===== src/rtl/bus_qos_arbiter.sv =====
// Grant scheduler for the 4-master shared bus.
// Masters are granted in round-robin order. An owner that holds the bus
// too long while others are waiting is forced to hand over. A transfer that
// waits too long for m_rdy_n is aborted by a watchdog.
// All grants are registered, and at most one master is granted at a time.
module bus_qos_arbiter #(
  parameter int HOLD_MAX = 255,  // cycles an owner may hold the bus against contenders
  parameter int CNT_W    = 8,    // 2**CNT_W > HOLD_MAX
  parameter int TIMEOUT  = 1024, // cycles an access may wait for m_rdy_n
  parameter int TO_W     = 11    // 2**TO_W > TIMEOUT
) (
  input  logic       clk,
  input  logic       reset,
  input  logic       m0_req_n,
  input  logic       m1_req_n,
  input  logic       m2_req_n,
  input  logic       m3_req_n,
  output logic       m0_grnt_n,
  output logic       m1_grnt_n,
  output logic       m2_grnt_n,
  output logic       m3_grnt_n,
  input  logic       s_as_n,
  input  logic       m_rdy_n,
  output logic [1:0] owner,
  output logic       bus_busy,
  output logic       preempt,
  output logic       timeout_err,
  output logic [1:0] err_master
);

  typedef enum logic [1:0] {
    IDLE  = 2'd0,
    GRANT = 2'd1,
    XFER  = 2'd2,
    ABORT = 2'd3
  } state_t;

  state_t           state;
  logic [3:0]       grnt;      // active-high grant vector, one-hot or zero
  logic [1:0]       rr_ptr;    // first master searched in the next pick
  logic [CNT_W-1:0] hold_cnt;  // cycles the current owner has spent in GRANT
  logic [TO_W-1:0]  to_cnt;    // cycles the current access has waited

  logic [3:0]       req;       // active-high request vector
  logic [3:0]       others;    // requests from everyone except the owner
  logic [1:0]       win_any;   // RR winner among all requesters
  logic [1:0]       win_oth;   // RR winner among non-owner requesters

  // Returns the first set bit of r, searching ascending mod 4 from ptr.
  function automatic logic [1:0] rr_pick(input logic [3:0] r, input logic [1:0] ptr);
    logic [1:0] idx;
    logic [1:0] win;
    win = ptr;
    // Walk from the farthest offset down so the closest requester wins.
    for (int i = 3; i >= 0; i--) begin
      idx = ptr + 2'(i);
      if (r[idx]) win = idx;
    end
    return win;
  endfunction

  assign req     = ~{m3_req_n, m2_req_n, m1_req_n, m0_req_n};
  assign others  = req & ~(4'b0001 << owner);
  assign win_any = rr_pick(req, rr_ptr);
  assign win_oth = rr_pick(others, rr_ptr);

  assign {m3_grnt_n, m2_grnt_n, m1_grnt_n, m0_grnt_n} = ~grnt;
  assign bus_busy = (state == GRANT) || (state == XFER);

  // Arbitration FSM: owns grants, owner, pointers, counters and the event pulses.
  always_ff @(posedge clk or negedge reset) begin
    if (!reset) begin
      state       <= IDLE;
      grnt        <= '0;
      owner       <= '0;
      rr_ptr      <= '0;
      hold_cnt    <= '0;
      to_cnt      <= '0;
      preempt     <= 1'b0;
      timeout_err <= 1'b0;
      err_master  <= '0;
    end else begin
      // NOTE: state is updated with <= so every branch reads the pre-edge values; where
      // two <= to the same register occur on one path, the later one takes effect.
      preempt     <= 1'b0;
      timeout_err <= 1'b0;

      case (state)
        IDLE: begin
          if (|req) begin
            grnt     <= 4'b0001 << win_any;
            owner    <= win_any;
            rr_ptr   <= win_any + 2'd1;
            hold_cnt <= '0;
            state    <= GRANT;
          end
        end

        GRANT: begin
          if (hold_cnt != CNT_W'(HOLD_MAX)) hold_cnt <= hold_cnt + 1'b1;

          if (!s_as_n) begin
            // Strobe active: either completes this cycle or starts waiting.
            if (m_rdy_n) begin
              state  <= XFER;
              to_cnt <= TO_W'(1);
            end
          end else if (!req[owner]) begin
            // Voluntary release: hand over with no idle gap if anyone waits.
            if (|others) begin
              grnt     <= 4'b0001 << win_oth;
              owner    <= win_oth;
              rr_ptr   <= win_oth + 2'd1;
              hold_cnt <= '0;
            end else begin
              grnt  <= '0;
              state <= IDLE;
            end
          end else if ((hold_cnt == CNT_W'(HOLD_MAX)) && (|others)) begin
            // Owner has held the bus too long against a contender.
            grnt     <= 4'b0001 << win_oth;
            owner    <= win_oth;
            rr_ptr   <= win_oth + 2'd1;
            hold_cnt <= '0;
            preempt  <= 1'b1;
          end
        end

        XFER: begin
          // Grant stays frozen here regardless of the owner's request.
          if (!m_rdy_n) begin
            state  <= GRANT;
            to_cnt <= '0;
          end else if (to_cnt == TO_W'(TIMEOUT - 1)) begin
            state       <= ABORT;
            grnt        <= '0;
            timeout_err <= 1'b1;
            err_master  <= owner;
            rr_ptr      <= owner + 2'd1;
            to_cnt      <= '0;
          end else begin
            to_cnt <= to_cnt + 1'b1;
          end
        end

        ABORT: begin
          state <= IDLE;
        end

        default: begin
          state <= IDLE;
          grnt  <= '0;
        end
      endcase
    end
  end

endmodule


===== config.mk =====
export PLATFORM = sky130hd
export DESIGN_NAME = bus_qos_arbiter
export DESIGN_NICKNAME = d
export VERILOG_FILES = /design/src/rtl/bus_qos_arbiter.sv
export SDC_FILE = /design/constraint.sdc
export NUM_CORES = 1
export LEC_CHECK = 0
export ABC_AREA = 1
export CORE_MARGIN = 2
export CORE_UTILIZATION = 50
export CTS_CLUSTER_DIAMETER = 50
export DETAILED_ROUTE_END_ITERATION = 10
export MAX_ROUTING_LAYER = met4
export PLACE_DENSITY = 0.67
export SLEW_MARGIN = 20
export SYNTH_ARGS = -nofsm -noshare
export SYNTH_HDL_FRONTEND = slang
export SYNTH_SLANG_ARGS = --single-unit

===== constraint.sdc =====
create_clock -name clk -period 3.8 [get_ports clk]
set_input_delay 0.95 -clock clk [delete_from_list [all_inputs] [get_ports clk]]
set_output_delay 0.95 -clock clk [all_outputs]
set_load 0.01 [all_outputs]

==> metrics.sh <==
CTS_BUFFERS=5
HOLD-WORST-SLACK_PS=489
CRITICAL-PATH-TOP-CELL-BY-COUNT='sky130_fd_sc_hd__inv_1'
CRITPATHKIND='in2reg'
SETUP_VIOLATIONS=0
FINAL_CELL_MIX='sky130_fd_sc_hd__nand2_1 (90), sky130_fd_sc_hd__inv_1 (54), sky130_fd_sc_hd__nor2_1 (38)'
CPPEAKSTAGEDELAY_PS=540
ANTENNA_FOUND_INITIAL=0
TYPE_OF_THE_TIGHTEST_MIN_DELAY_CHECK='reg2reg'
CLOCK_TREE.ROOT_CELL='sky130_fd_sc_hd__clkbuf_8'
POST-SYNTH-TOP-AREA-CELL='sky130_fd_sc_hd__dfrtp_1'
INITIAL_UTILIZATION=0.529
WORST_IR_DROP_VDD_mV=0.484
CTS_SETUP_BUFFERS=0
DETAILEDPLACE.WORSTSLACK_PS=858
HOLD_BUFFERS=0
ANT_NETS=0
WORST_SETUP_HOLD_PATH_CLK_SLEW_PS=80
UNREPAIRED_SETUP_ENDPOINTS_AFTER_GLOBAL_ROUTING='no'
REGTOREGENDPOINT='to_cnt[4]$_DFFE_PN0P_'
VIAS_IN_THE_FIRST_GLOBAL_ROUTE=2034
PERIOD_NEEDED_PS=2660
SYNTH-SIMPLE-AREA-SHARE=0.342
HOLDPATHEND='err_master[1]$_DFFE_PN0P_'
CP_DATA_ARRIVAL_TIME_PS=2860
TIMING.MAX_SLEW.REL_SLACK=0.688
CP_MAX_FO=7
YOSYS_MOST_USED_DFF='sky130_fd_sc_hd__dfrtp_1'
FLIP_FLOP_AND_LATCH_COUNT_AFTER_SYNTHESIS=33
FIRSTDRTPASSITERS=4
GRT_START_MAX_NET_PINS=34
CHIPHEIGHT_UM=72.3
NUMBER_OF_CELLS_ON_THE_WORST_HOLD_PATH=2
WORST_PIN_SLEW_PS=467
DRTITER0DRC=176
CLKLATENCYLATEPIN_PS=300
REG2REG_SETUP_SLACK_PS=1500
PORT_BUFFERS=18
CAP_VIOLATIONS=0
FINISH.NET_COUNT=381
SYNTH_COMPOUND_GATE_AREA_SHARE=0.151
FINAL_UTIL=0.605
SYNTH.NET_COUNT=359
CORE.ROWCOUNT=24
PLACE_CONGESTION=0.862
PWR_DENSITY_CELL_nW_PER_UM2=844
NUMCLOCKSINKS=33
NUMBER_OF_ENABLE_FLIP_FLOP_CELLS_AFTER_SYNTHESIS=0
GRT_PASS1_WL_UM=9030
YOSYS-MUX-AREA-FRACTION=0
SYNTH_TOP_FAMILY_BY_AREA='simple AND/OR/NAND/NOR gates'
GR-TOTAL-OVERFLOW=0
DRIVE_ABOVE_1_SHARE=0.0707
SYN_AREA_UM2=2330
MIN_FROM='err_master[1]$_DFFE_PN0P_'
HPWL_UM=3880
YOSYS.AREA_SHARE.XOR_XNOR=0.0113
POST_CTS_RESIZE_COUNT=0
FIN_AREA_UM2=2670
PORTION_OF_TOTAL_POWER_ATTRIBUTED_TO_COMBINATIONAL_LOGIC=0.606
IOPINCOUNT=19
FLOORPLAN.DIE_AREA_UM2=5230
FIN_CRIT_SH=0.701
RR_WORST_DEPTH=11
FINAL_COMMON_CELL='sky130_fd_sc_hd__nand2_1'
CTS_MAX_LEVEL=2
FINALWIRELENGTH_UM=5170
CLOCK-SKEW-FINAL_PS=10.9
CRITPATHREQUIREDTIME_PS=3990
TRITONCTS='built'
SYNTH_AREA_PER_CELL_UM2=6.76
PLACED_AREA_UM2=2550
LAYOUT_SETUP_WS_PS=1140
SYNTHDOMINANTCELLAREASHARE=0.354
NUMBER_OF_DIODES_ADDED_FOR_ANTENNA_FIXING=0
RUN_STATUS='completed'
SWITCHING_POWER_uW=1120
DIE_WIDTH_UM=72.3
SYNTH_SEQUENTIAL_AREA_RATIO=0.354
P_INT_uW=1140
POST_SYNTH_FA_HA_MAJ_AREA_FRACTION=0.0322
FMAXACHIEVABLE_MHz=375
POWER_SWITCHING_SHARE=0.496
CTS-ROOT-TO-SINK-BUFFERS=2
CRITPATHLAUNCHTYPE='primary input'
SYNTHESIS.INSTANCES=345
WORSTSETUPENDPOINTTYPE='flop'
P_LEAK_uW=0.00133
CP_SLOWEST_CELL='sky130_fd_sc_hd__clkdlybuf4s50_1'
GRT_USE_TOTAL=0.225
FINAL-HOLD-VIOLATION-COUNT=0
CP_CELL_SEQUENCE='clkdlybuf4s50_1 > inv_1 > nor4_4 > nand2_1 > inv_1 > a21oi_2 > inv_2 > nor2_1 > or2_2 > nand3_1 > inv_1'
FIN_SETUP_TNS_PS=0
VIAS=2220
SYNTHESIS_TO_FINISH_AREA_GROWTH_PCT=14.4
VIAS_PER_CELL=5.29
WORSTREG2REGSTART='state[1]$_DFFE_PN0P_'
WIRE_PER_INST_UM=12.3
YS.WARNINGS.COUNT=0
SYNTH_AREA_LEADERS='sky130_fd_sc_hd__dfrtp_1 (35%), sky130_fd_sc_hd__nand2_1 (14%), sky130_fd_sc_hd__inv_1 (8.7%), sky130_fd_sc_hd__nand3_1 (6.2%), sky130_fd_sc_hd__nor2_1 (6.1%)'
CLOCK_POWER_SHARE=0.156
SEQPWRFRAC=0.238
NETLIST-CELL-TYPE-COUNT=38
DRC=0
SYNTH-ASYNC-RESET-RATIO=1.00
FINALMAXSLEWVIOLATIONS=0
CORE_REGION_AREA_UM2=4410
-- metrics by stage --
step,instances,power (uW)
2_1_floorplan,345,1590
3_3_place_gp,412,1880
3_5_place_dp,412,1890
4_1_cts,420,2250
5_1_grt,420,2510
6_report,420,2250
-- power by group through the flow --
| stage | clock, uW | sequential (uW) | combinational [uW] |
|---|---|---|---|
| global placement | 0 | 541 | 1340 |
| global route | 373 | 553 | 1580 |
| floorplan | 0 | 506 | 1090 |
| detailed placement | 0 | 541 | 1350 |
| finish | 351 | 535 | 1370 |
| CTS | 357 | 535 | 1360 |
-- cell families after synthesis --
| logic type | count (synthesis) |
|---|---|
| DFF | 33 |
| adders and majority gates | 6 |
| and+or+nand+nor | 183 |
| AOI/OAI and AO/OA | 58 |
| buffers and inverters | 62 |
| xor gates and xnor gates | 3 |
-- how the worst max path moves through the flow --
stage	slack (ps)	endpoint	start	cells after the start
detailed placement	860	hold_cnt[0]$_DFFE_PN0P_	m0_req_n	11
finish	1140	hold_cnt[0]$_DFFE_PN0P_	m0_req_n	11
global placement	900	hold_cnt[0]$_DFFE_PN0P_	m0_req_n	11
global route	890	grnt[2]$_DFFE_PN0P_	m0_req_n	15
CTS	1160	hold_cnt[0]$_DFFE_PN0P_	m0_req_n	11
floorplan	1610	rr_ptr[1]$_DFFE_PN0P_	m0_req_n	15
-- cell type report --
cell class                 instances  area [um2]
inverter                          58         218
fill                             410        1750
multi-input combinational        250        1250
clock buffer                       6        82.6
timing repair buffer              19         188
tap                               52        65.1
sequential                        33         826
clock inverter                     2        37.5
-- sequential cells by signal, indices dropped and copies added (netlist names) --
signal / cells
err_master: 2
to_cnt: 11
timeout_err: 1
grnt: 4
preempt: 1
hold_cnt: 8
rr_ptr: 2
state: 2
owner: 2
-- worst max-delay path: cells and delay by family --
| family | cells | cell delay (ps) |
|---|---|---|
| and+or+nand+nor | 5 | 910 |
| AOI/OAI and AO/OA | 1 | 80 |
| buffers and inverters | 5 | 920 |
-- cells in the mapped netlist (all sizes together) (2+ instances only) --
cell,count
nor2,39
a31oi,4
or2,3
nor4,2
nand3,29
nor3,9
xor2,3
buf,3
nand2,96
a21oi,15
o22ai,2
nand4,4
inv,57
o21ai,22
dfrtp,33
o21bai,3
ha,6
o211ai,4
a22oi,3
-- layer usage --
layer  part of all wire  GRT usage  up-vias
met5                  0          -        -
met3              0.057     0.0486       10
met1               0.50      0.309      989
met4              0.018     0.0901        0
li1                   -          -     1161
met2               0.42      0.325       60
Power figures use the tool's default switching activity.
